### src/rtl/rv_isa_pkg.sv
// rtl/rv_isa_pkg.sv - RV32I opcode constants, NOP word and instruction format classification
package rv_isa_pkg;

  localparam logic [6:0] OP_R      = 7'b0110011;
  localparam logic [6:0] OP_IMM    = 7'b0010011;
  localparam logic [6:0] OP_LOAD   = 7'b0000011;
  localparam logic [6:0] OP_JALR   = 7'b1100111;
  localparam logic [6:0] OP_STORE  = 7'b0100011;
  localparam logic [6:0] OP_BRANCH = 7'b1100011;
  localparam logic [6:0] OP_LUI    = 7'b0110111;
  localparam logic [6:0] OP_AUIPC  = 7'b0010111;
  localparam logic [6:0] OP_JAL    = 7'b1101111;

  localparam logic [31:0] NOP = 32'h00000013;

  typedef enum logic [2:0] {FMT_R, FMT_I, FMT_S, FMT_B, FMT_U, FMT_J, FMT_BAD} fmt_e;

  function automatic fmt_e fmt_of(input logic [6:0] op);
    case (op)
      OP_R:                      return FMT_R;
      OP_IMM, OP_LOAD, OP_JALR:  return FMT_I;
      OP_STORE:                  return FMT_S;
      OP_BRANCH:                 return FMT_B;
      OP_LUI, OP_AUIPC:          return FMT_U;
      OP_JAL:                    return FMT_J;
      default:                   return FMT_BAD;
    endcase
  endfunction

endpackage

### src/rtl/instr_pack.sv
// rtl/instr_pack.sv - combinational RV32I field packer; unencodable field sets collapse to NOP
module instr_pack
  import rv_isa_pkg::*;
(
  input  logic [6:0]  opcode,
  input  logic [2:0]  func3,
  input  logic        func7,
  input  logic [4:0]  Rs1,
  input  logic [4:0]  Rs2,
  input  logic [4:0]  Rd,
  input  logic [31:0] imme,
  output logic [31:0] word,
  output logic        legal
);

  fmt_e        fmt;
  logic        is_shift;
  logic        i_ok;
  logic        b_ok;
  logic        j_ok;
  logic [31:0] raw;

  always_comb begin
    fmt      = fmt_of(opcode);
    is_shift = (opcode == OP_IMM) && ((func3 == 3'b001) || (func3 == 3'b101));
    // immediate must be a sign extension of the bits the format can hold
    i_ok     = (&imme[31:11]) || !(|imme[31:11]);
    b_ok     = ((&imme[31:12]) || !(|imme[31:12])) && !imme[0];
    j_ok     = ((&imme[31:20]) || !(|imme[31:20])) && !imme[0];
    raw      = '0;
    legal    = 1'b0;
    case (fmt)
      FMT_R: begin
        raw   = {1'b0, func7, 5'b00000, Rs2, Rs1, func3, Rd, opcode};
        legal = 1'b1;
      end
      FMT_I: begin
        if (is_shift) begin
          raw   = {1'b0, func7, 5'b00000, imme[4:0], Rs1, func3, Rd, opcode};
          legal = (imme[31:5] == '0);
        end else begin
          raw   = {imme[11:0], Rs1, func3, Rd, opcode};
          legal = i_ok;
        end
      end
      FMT_S: begin
        raw   = {imme[11:5], Rs2, Rs1, func3, imme[4:0], opcode};
        legal = i_ok;
      end
      FMT_B: begin
        raw   = {imme[12], imme[10:5], Rs2, Rs1, func3, imme[4:1], imme[11], opcode};
        legal = b_ok;
      end
      FMT_U: begin
        raw   = {imme[31:12], Rd, opcode};
        legal = (imme[11:0] == '0);
      end
      FMT_J: begin
        raw   = {imme[20], imme[10:1], imme[11], imme[19:12], Rd, opcode};
        legal = j_ok;
      end
      default: begin
        raw   = '0;
        legal = 1'b0;
      end
    endcase
    word = legal ? raw : NOP;
  end

endmodule

### src/rtl/instr_encode.sv
// rtl/instr_encode.sv - burst-bounded RV32I encoder streaming packed words to instruction memory
module instr_encode
  import rv_isa_pkg::*;
#(
  parameter int ADDR_W = 10,
  parameter int LEN_W  = 10
) (
  input  logic              clk,
  input  logic              rst,
  input  logic              start,
  input  logic [ADDR_W-1:0] base_addr,
  input  logic [LEN_W-1:0]  len,
  input  logic              in_valid,
  output logic              in_ready,
  input  logic [6:0]        opcode,
  input  logic [2:0]        func3,
  input  logic              func7,
  input  logic [4:0]        Rs1,
  input  logic [4:0]        Rs2,
  input  logic [4:0]        Rd,
  input  logic [31:0]       imme,
  output logic              out_valid,
  input  logic              out_ready,
  output logic [31:0]       instr_out,
  output logic [ADDR_W-1:0] addr_out,
  output logic              illegal,
  output logic              busy,
  output logic              done
);

  localparam logic [1:0] S_IDLE = 2'd0;
  localparam logic [1:0] S_RUN  = 2'd1;
  localparam logic [1:0] S_DONE = 2'd2;

  logic [1:0]        state;
  logic [LEN_W-1:0]  len_q;
  logic [LEN_W-1:0]  acc_cnt;
  logic [LEN_W-1:0]  emit_cnt;
  logic [ADDR_W-1:0] addr_q;
  logic [31:0]       pk_word;
  logic              pk_legal;
  logic              in_fire;
  logic              out_fire;
  logic              last_out;

  instr_pack u_pack (
    .opcode (opcode),
    .func3  (func3),
    .func7  (func7),
    .Rs1    (Rs1),
    .Rs2    (Rs2),
    .Rd     (Rd),
    .imme   (imme),
    .word   (pk_word),
    .legal  (pk_legal)
  );

  assign busy     = (state == S_RUN);
  assign done     = (state == S_DONE);
  assign addr_out = addr_q;
  // one output register: accept only when it is empty or draining this cycle
  assign in_ready = busy && (acc_cnt < len_q) && (!out_valid || out_ready);
  assign in_fire  = in_valid && in_ready;
  assign out_fire = out_valid && out_ready;
  assign last_out = out_fire && (emit_cnt == len_q - LEN_W'(1));

  always_ff @(posedge clk) begin
    if (rst) begin
      state     <= S_IDLE;
      len_q     <= '0;
      acc_cnt   <= '0;
      emit_cnt  <= '0;
      addr_q    <= '0;
      out_valid <= 1'b0;
      instr_out <= '0;
      illegal   <= 1'b0;
    end else begin
      case (state)
        S_IDLE, S_DONE: begin
          if (start) begin
            state    <= (len != '0) ? S_RUN : S_DONE;
            len_q    <= len;
            addr_q   <= base_addr;
            acc_cnt  <= '0;
            emit_cnt <= '0;
          end
        end
        S_RUN: begin
          if (last_out) state <= S_DONE;
        end
        default: state <= S_IDLE;
      endcase

      if (in_fire) begin
        instr_out <= pk_word;
        illegal   <= !pk_legal;
        out_valid <= 1'b1;
        acc_cnt   <= acc_cnt + LEN_W'(1);
      end else if (out_fire) begin
        out_valid <= 1'b0;
      end

      if (out_fire) begin
        addr_q   <= addr_q + ADDR_W'(1);
        emit_cnt <= emit_cnt + LEN_W'(1);
      end
    end
  end

endmodule

### config.mk
export PLATFORM = sky130hd
export DESIGN_NAME = instr_encode
export DESIGN_NICKNAME = d
export VERILOG_FILES = /design/src/rtl/rv_isa_pkg.sv /design/src/rtl/instr_pack.sv /design/src/rtl/instr_encode.sv
export SDC_FILE = /design/constraint.sdc
export NUM_CORES = 1
export LEC_CHECK = 0
export CAP_MARGIN = 20
export CORE_MARGIN = 4
export CORE_UTILIZATION = 32
export DETAILED_ROUTE_END_ITERATION = 10
export SYNTH_ARGS = -nofsm -noshare
export SYNTH_HDL_FRONTEND = slang
export SYNTH_SLANG_ARGS = --single-unit
### constraint.sdc
create_clock -name clk -period 5.4 [get_ports clk]
set_clock_uncertainty 0.15 [all_clocks]
set_input_delay 1.08 -clock clk [delete_from_list [all_inputs] [get_ports clk]]
set_output_delay 1.08 -clock clk [all_outputs]
set_load 0.01 [all_outputs]
Yosys cells after proc, flatten, opt, wreduce, memory -nomap -nowiden
Cells that the tools add are included.
{ "word_totals": {"output_inout_bits": 47, "input_bits": 83, "latch_bits": 0, "memories": 0, "ramBits": 0, "rom_bits": 0, "reg_bits": 76} }
{ "op_classes": {"n_eq_ne": 21, "n_div": 0, "n_lt_le_gt_ge": 1, "add_sub_neg": 4, "n_reduce_logical": 42, "mux": 19, "bitwise_logic": 0, "n_shift": 0, "n_mul": 0} }
{ "op_table": {"columns": ["cell", "n"], "rows": [
  ["one-hot mux 32 bit (6 select lines)", 1],
  ["2-to-1 mux 10 bit", 7],
  ["2-to-1 mux 32 bit", 2],
  ["adder 10 x 1 -> 10 bit (second input constant)", 3],
  ["zero test 27 bit", 1],
  ["equality test 7 x 6 -> 1 bit (second input constant)", 3],
  ["equality test 7 bit (second input constant)", 3],
  ["AND reduction 21 bit", 1],
  ["OR reduction 21 bit", 1],
  ["AND reduction 20 bit", 1],
  ["OR reduction 20 bit", 1],
  ["one-hot mux 3 bit (6 select lines)", 1],
  ["equality test 7 x 5 -> 1 bit (second input constant)", 2],
  ["zero test 12 bit", 1],
  ["AND reduction 12 bit", 1],
  ["OR reduction 12 bit", 1],
  ["equality test 10 bit", 1],
  ["less-than comparator 10 bit", 1],
  ["nonzero test 10 bit", 1],
  ["nonzero test 2 bit", 5],
  ["subtractor 10 x 1 -> 10 bit (second input constant)", 1],
  ["equality test 3 bit (second input constant)", 3],
  ["logical AND 1 bit", 8],
  ["AND reduction 2 bit", 4],
  ["17 further kinds", 33]
]} }

Longest topological paths before layout
{ "depth": {"ltp_word": 6, "mapped_depth": 14} }

Cells and area by module
Synthesis repeated with hierarchy kept, for this count alone.
{ "hier_totals": {"hier_cells": 599, "hier_area_um2": 5009.8} }
{ "modules_own_cells": {"columns": ["module", "instances", "area_per_inst_um2", "seq_area_each_um2", "cells_per_inst"], "rows": [
  ["instr_encode", 1, 3704.8, 1521.5, 434],
  ["instr_pack", 1, 1305.0, 0.0, 165]
]} }

Worst setup path before layout
Ideal clock, no wire load.
{ "synth_timing": {"kind": "in2reg", "start": "input port opcode[5]", "end": "register instr_out[25]", "setup_ns": 0.070, "required_ns": 5.180, "path_buffers": 3, "stages": 14, "t_arrival_ns": 3.910, "setup_slack_ns": 1.270, "cell_sequence": "clkbuf_1 nand2b_1 nor3_1 inv_1 ha_1 and2_1 a221o_1 nor4_4 o2111a_1 or4_4 nand4b_2 buf_6 buf_6 o21ai_1"} }
{ "synth_between": {"elab_chain_cells": 6, "word_cells_on_any_way": 24, "cone_classes": "eq/ne: 14; mux: 6; reduce/logical: 4"} }
{ "synth_rtl": {"columns": ["element", "line_no", "text"], "rows": [
  ["start, declared", "instr_encode.sv:15", "input logic [6:0] opcode,"],
  ["equality test 7 x 2 -> 1 bit (tied with other cells)", "rv_isa_pkg.sv:19", "case (op)"],
  ["OR reduction 3 bit or OR reduction 2 bit (tied branches)", "rv_isa_pkg.sv:19", null],
  ["one-hot mux 3 bit (6 select lines)", "rv_isa_pkg.sv:19", null],
  ["equality test 3 bit (tied with other cells)", "instr_pack.sv:32", "case (fmt)"],
  ["one-hot mux 32 bit (6 select lines) or one-hot mux 1 bit (6 select lines) (tied branches)", "instr_pack.sv:32", null],
  ["2-to-1 mux 32 bit *", "instr_pack.sv:67", "word = legal ? raw : NOP;"],
  ["end signal, assigned", "instr_encode.sv:95", "instr_out <= pk_word;"],
  ["end, declared", "instr_encode.sv:24", "output logic [31:0] instr_out,"]
]} }
Every way passes the cells marked *; elsewhere a longest branch is shown, timed or not.
A chain may end at the register's enable or synchronous reset.

Worst setup path after layout
{ "layout_timing": {"start": "input port opcode[4]", "end": "register instr_out[20]"} }
Same word-level chain as after synthesis.

==> run summary <==
OUTCOME
-----------------------------------------------------------------------------------------------
Outcome                                                                            finished clean

CELLS AND AREA
-----------------------------------------------------------------------------------------------
FF/Latch Area                                                                         1520 um^2
Number of fillers in the final layout                                                     1,272
Share of layout cells above drive strength 1                                              5.01%
Utilization of the core after routing                                                     46.0%
Multi-input combinational cell area                                                   2590 um^2
Number of diodes added for antenna fixing                                                     0
Synthesis-to-layout area growth                                                           41.3%
Final instance area                                                                   6070 um^2
Number of nets in the finished design                                                       772

SYNTHESIS
-----------------------------------------------------------------------------------------------
Net count after synthesis                                                                   649
Per-instance average area after synthesis                                             7.79 um^2
Yosys warns                                                                                   0
Syn Inst Count                                                                              552
Portion of the post-synthesis area used by sequential elements                            35.4%
Leading post-synthesis cells by cell area                                          sky130_fd_sc_hd__dfxtp_1 35%, sky130_fd_sc_hd__nand2_1 6.8%, sky130_fd_sc_hd__a21oi_1 5.2%
Multiplexer area fraction after synthesis                                                 2.36%
Number of enable flip-flop cells after synthesis                                              0
Cell Area, Synth                                                                      4300 um^2
Number of synthesized register bits                                                          76
Fraction of the mapped netlist area in simple logic gates                                 28.3%
Synth top area share                                                                      35.4%
Fraction of synthesized cell area in xor and xnor cells                                   2.24%
Number of distinct library cells after synthesis                                             61
Adder and majority cell fraction of the synthesized area                                  4.08%
Complex-gate fraction of the synthesized area                                             23.2%
Top flip-flop cell by instance count after synthesis                               sky130_fd_sc_hd__dfxtp_1
Most frequently used cell type in the post-synthesis netlist                       sky130_fd_sc_hd__nand2_1
Top cell types by occurrence after synthesis                                       78 x sky130_fd_sc_hd__nand2_1, 76 x sky130_fd_sc_hd__dfxtp_1, 45 x sky130_fd_sc_hd__a21oi_1, 45 x sky130_fd_sc_hd__nor2_1, 38 x sky130_fd_sc_hd__o21ai_0
Share of flip-flops with an asynchronous set or reset                                        0%
Biggest area consumer among synthesized cells                                      sky130_fd_sc_hd__dfxtp_1
Dominant combinational cell family by area after synthesis                         simple AND/OR/NAND/NOR gates

ROUTE
-----------------------------------------------------------------------------------------------
Number of vias after detailed routing                                                     4,603
Wire per inst                                                                           16.3 um
Sum of met3 wire segment lengths after detailed routing                                 1180 um
DRT Wirelength                                                                        14,000 um
Drc violations                                                                                0
Number of optimization iterations in the first detailed-route pass                            5
Antenna violation net count after detailed routing                                            0
Number of vias per cell after detailed routing                                             5.38
DR WL met2                                                                              6160 um
DRT iter0 DRCs                                                                              345
Top Metal Used                                                                             met4
Wire length the detailed router placed on met1                                          6430 um

FLOORPLAN
-----------------------------------------------------------------------------------------------
Height of the die                                                                        124 um
Die width                                                                                124 um
Placement Rows                                                                               42
Full die area                                                                       15,300 um^2
Total core area                                                                     13,200 um^2
Effective utilization at floorplan                                                        32.6%
Top Ports                                                                                   130

GLOBAL ROUTE
-----------------------------------------------------------------------------------------------
Overall fraction of global-route tracks in use                                            18.4%
Initial antenna violation count                                                               0
Pin count of the biggest net entering global routing                                         51
First-pass GRT wire length                                                            22,100 um
Vias in the first global route                                                            4,337
Overflow left after global routing                                                            0

SETUP PATH
-----------------------------------------------------------------------------------------------
Startpoint Class                                                                     input port
Arrival time at the worst endpoint                                                      4.73 ns
Worst setup slack for register-to-register paths                                        2.59 ns
Reg2Reg Capture Point                                                              instr_out[20]
Worst setup path endpoint                                                          instr_out[20]
Depth of the most critical reg-to-reg path                                                    9
Path type of the worst setup path                                                  input port to flip-flop
Crit path launch                                                                      opcode[4]
Largest fanout on the critical path                                                          29
Launch point of the worst reg-to-reg path                                              len_q[5]
Worst path required time                                                                5.51 ns
CP Capture Type                                                                       flip-flop

POWER
-----------------------------------------------------------------------------------------------
Share of total power in combinational logic                                               16.3%
Power density over cell area                                                        247 nW/um^2
Switching component of the power                                                       0.378 mW
Cell leakage power                                                                      2.23 nW
Internal cell power                                                                     1.12 mW
Sequential power share                                                                    39.7%
Part of the total power dissipated in the clock network                                   44.0%
Net Sw Frac                                                                               25.2%
Worst-case vdd ir drop                                                               0.000133 V

PLACEMENT
-----------------------------------------------------------------------------------------------
Count of input and output buffers                                                           129
Detailed placement HPWL                                                               10,700 um
Final weighted congestion in routability-driven placement                                 0.849
Area after detailed placement                                                         5750 um^2

STA
-----------------------------------------------------------------------------------------------
Peak clock frequency supported by timing                                                216 MHz
Setup repair after global routing missed its margin                                       false
Minimum clock period                                                                    4.62 ns
Worst-margin pin slew                                                                   1.03 ns
Final hold viol count                                                                         0
Max-slew violation count                                                                      0
Share of the clock period used by the worst path                                          85.6%
Final setup viols                                                                             0
TNS Setup                                                                                  0 ns
Worst hold slack after final layout                                                    0.303 ns
Slew margin rel.                                                                          31.0%

CLOCKING
-----------------------------------------------------------------------------------------------
Count of instances resized after the clock tree is built                                      0
Number of buffers added by the clock tree synthesis step                                      9
Clock sink count                                                                             76
TritonCTS clock tree                                                                      built
Clock insertion delay at the later pin of the skew report                               0.35 ns
Clock input transition at the sequential cells of the worst setup and hold paths        0.06 ns
Number of hold buffers added after cts                                                        0
Clock tree buffer depth                                                                       2
Depth of the CTS H-tree                                                                       3
Post-CTS setup-driven buffer insertion count                                                  0
Root buffer cell                                                                   sky130_fd_sc_hd__clkbuf_16

HOLD PATH
-----------------------------------------------------------------------------------------------
Worst Min Path Start                                                               instr_out[24]
Hold/Removal Path Class                                                            flip-flop to flip-flop

JOB
-----------------------------------------------------------------------------------------------
Max-cap viol count                                                                            0

## flip-flops by register name, summed over array words and instances, names as in the netlist
name	count
emit_cnt	10
len_q	10
out_valid	1
acc_cnt	10
instr_out	32
illegal	1
state	2
addr_out	10
## stage by stage
step / setup WS (ns) / instances / power (mW)
after floorplan: 1.27 / 552 / 0.721
after global placement: 0.617 / 840 / 0.849
after detailed placement: 0.467 / 840 / 0.853
after CTS: 0.831 / 855 / 1.52
after global routing: 0.555 / 855 / 1.57
final: 0.778 / 855 / 1.50
## power by group through the flow
stage | clock, mW | combinational, mW | sequential [mW]
6_report | 0.661 | 0.245 | 0.597
5_1_grt | 0.705 | 0.270 | 0.599
4_1_cts | 0.674 | 0.246 | 0.596
3_5_place_dp | 0 | 0.244 | 0.608
3_3_place_gp | 0 | 0.241 | 0.608
2_1_floorplan | 0 | 0.114 | 0.607
## critical path, cell delays in order
cell                              delay [ns]
sky130_fd_sc_hd__clkdlybuf4s50_1        0.64
sky130_fd_sc_hd__or3b_1                 0.43
sky130_fd_sc_hd__a211o_1                0.44
sky130_fd_sc_hd__ha_1                   0.31
sky130_fd_sc_hd__and2_1                 0.18
sky130_fd_sc_hd__a221o_1                0.39
sky130_fd_sc_hd__nor4_4                 0.31
sky130_fd_sc_hd__o2111a_1               0.24
sky130_fd_sc_hd__or4_4                  0.15
sky130_fd_sc_hd__nand4b_2               0.09
sky130_fd_sc_hd__buf_4                  0.26
sky130_fd_sc_hd__o21ai_0                0.21
## per-layer routing
metal  up-vias  GRT usage, %
met1      2130          25.8
met2       168          26.6
met4         0          5.20
met3        20          6.77
met5         -             0
li1       2285             -
## cell usage in the layout (no fill, tap or decap), types with 3 or more instances in the layout
| master | netlist | routed |
|---|---|---|
| sky130_fd_sc_hd__a211oi_1 | 7 | 7 |
| sky130_fd_sc_hd__a21oi_1 | 45 | 45 |
| sky130_fd_sc_hd__nor2_1 | 45 | 44 |
| sky130_fd_sc_hd__nand4_1 | 9 | 9 |
| sky130_fd_sc_hd__nand3b_1 | 7 | 7 |
| sky130_fd_sc_hd__clkdlybuf4s50_1 | 0 | 128 |
| sky130_fd_sc_hd__nand2_1 | 78 | 78 |
| sky130_fd_sc_hd__and2_1 | 4 | 4 |
| sky130_fd_sc_hd__xor2_1 | 6 | 6 |
| sky130_fd_sc_hd__xnor2_1 | 5 | 5 |
| sky130_fd_sc_hd__a22o_1 | 4 | 4 |
| sky130_fd_sc_hd__nand3_1 | 20 | 20 |
| sky130_fd_sc_hd__nor3_1 | 18 | 18 |
| sky130_fd_sc_hd__mux2i_1 | 9 | 9 |
| sky130_fd_sc_hd__nor4_1 | 13 | 13 |
| sky130_fd_sc_hd__a311oi_1 | 3 | 3 |
| sky130_fd_sc_hd__nand2b_1 | 5 | 5 |
| sky130_fd_sc_hd__o21ai_1 | 8 | 8 |
| sky130_fd_sc_hd__or4_1 | 4 | 4 |
| sky130_fd_sc_hd__or3_1 | 5 | 5 |
| sky130_fd_sc_hd__clkbuf_16 | 0 | 9 |
| sky130_fd_sc_hd__a31oi_1 | 6 | 6 |
| sky130_fd_sc_hd__o211ai_1 | 4 | 4 |
| sky130_fd_sc_hd__o21ai_0 | 38 | 38 |
| sky130_fd_sc_hd__buf_4 | 2 | 8 |
| sky130_fd_sc_hd__a221oi_1 | 6 | 6 |
| sky130_fd_sc_hd__nor2b_1 | 5 | 5 |
| sky130_fd_sc_hd__a22oi_1 | 16 | 16 |
| sky130_fd_sc_hd__and3_1 | 9 | 9 |
| sky130_fd_sc_hd__ha_1 | 14 | 14 |
| sky130_fd_sc_hd__dfxtp_1 | 76 | 76 |
| sky130_fd_sc_hd__a221o_1 | 3 | 3 |
| sky130_fd_sc_hd__inv_1 | 19 | 19 |
## cell families after synthesis
| family | Yosys count |
|---|---|
| mux | 10 |
| buf+inv | 44 |
| simple gates | 239 |
| xor+xnor | 11 |
| flops | 76 |
| fa+ha+maj | 14 |
| compound gates | 158 |
## area by class of cell
class	count	share of cell area (%)
Clock buffer	11	4.16
Timing Repair Buffer	137	22.2
Multi-Input combinational cell	432	42.6
Clock inverter	4	1.19
Sequential cell	76	25.1
Inverter	19	1.17
Tap cell	176	3.63
## worst min path at each step
stage                         end  slack (ns)  cells after the start
floorplan                len_q[1]        0.30                      2
detailed placement  instr_out[24]        0.29                      2
finish              instr_out[24]        0.30                      2
global placement    instr_out[24]        0.29                      2
CTS                 instr_out[24]        0.30                      2
global route         instr_out[8]        0.33                      2
Note: power is estimated with default switching activity, not from simulation.
==> variant (same settings) <==
Change the parameter `ADDR_W` from 10 to 9.
--- a/src/rtl/instr_encode.sv
+++ b/src/rtl/instr_encode.sv
@@ -2,7 +2,7 @@
 module instr_encode
   import rv_isa_pkg::*;
 #(
-  parameter int ADDR_W = 10,
+  parameter int ADDR_W = 9,
   parameter int LEN_W  = 10
 ) (
   input  logic              clk,
Interface: changed (resized addr_out and base_addr); port bits go from 130 to 128. No check against the original RTL was run, so the function may have changed too.
==> variant against the original RTL <==
Routed wire length up 0.89%; area after synthesis up 1.7%; sequential cell count down 1; clock power down 6.7%; design area down 0.21%; total power down 3.3%; setup slack better by 0.071 ns.
==> variant: results <==
set metrics [dict create \
    gp_routability_congestion 0.832 \
    delay_of_the_slowest_cell_on_the_worst_path_ns 0.69 \
    port_buffers 127 \
    grt_util_all_layers 0.178 \
    synth.yosys.seq_area_share 0.343 \
    critPathArrivalTime_ns 4.67 \
    dp_worst_setup_slack_ns 0.532 \
    hold_start "instr_out[7]" \
    synth.top_cells.by_count "75 x sky130_fd_sc_hd__dfxtp_1, 71 x sky130_fd_sc_hd__nand2_1, 51 x sky130_fd_sc_hd__nor2_1" \
    global_route_wire_length_before_repair_microns 22900 \
    final_min_period_over_clock_period 0.843 \
    netSwitchingPower_mw 0.382 \
    cp_slowest_cell "sky130_fd_sc_hd__or4b_2" \
    finish.net_count 759 \
    timing.critical_path.from "opcode[3]" \
    regToRegStartpoint "len_q[9]" \
    worst_r2r_endpoint "instr_out[28]" \
    route.final.wire_length_microns 14100 \
    initialDrtViolationCount 326 \
    hold-path-endpoint "instr_out[7]" \
    route.vias.total 4568 \
    pin_count_of_the_biggest_net_entering_global_routing 52 \
    outcome "completed" \
    finalPower_mw 1.45 \
    hold_slack_ns 0.306 \
    max-vdd-ir-drop_v 0.000131 \
    synth_area_per_cell_sq_um 8.01 \
    place_area_sq_um 5740 \
    routedWlPerCell_microns 16.7 \
    share_clk_of_total_power 0.424 \
    post-dp-hpwl_microns 10800 \
    synth.net_count 642 \
    synth.distinct_cells 64 \
]
[variant: cell count changes in the layout (fill, tap and decap cells not counted), sizes merged, moves of 4 or more]
cell    change
a222oi      +6
nand4       +4
nor4        -6
nand2       -7
nor2        +6
nand3       -6
[variant: cells by family (layout without fill, tap and decap cells)]
group,after synthesis,count (layout),synth area share
and+or+nand+nor,230,230,0.260
AOI/OAI and AO/OA,158,158,0.254
DFF,75,75,0.343
buffers and inverters,44,165,0.0486
xor gates and xnor gates,15,15,0.0300
adders and majority gates,14,14,0.0401
muxes,10,10,0.0235
[variant: area by class of cell]
| class | count | area (sq um) |
|---|---|---|
| fill | 1349 | 7230 |
| multi-input combinational | 427 | 2660 |
| sequential | 75 | 1500 |
| timing repair buffer | 131 | 1300 |
| clock buffer | 11 | 253 |
| tap | 176 | 220 |
| inverter | 19 | 71.3 |
| clock inverter | 4 | 50.0 |
[variant: per-layer routing]
layer,global-route usage,routed length (microns)
met1,0.202,5840
met3,0.0678,1170
met5,0,0
met4,0.0759,409
met2,0.301,6680
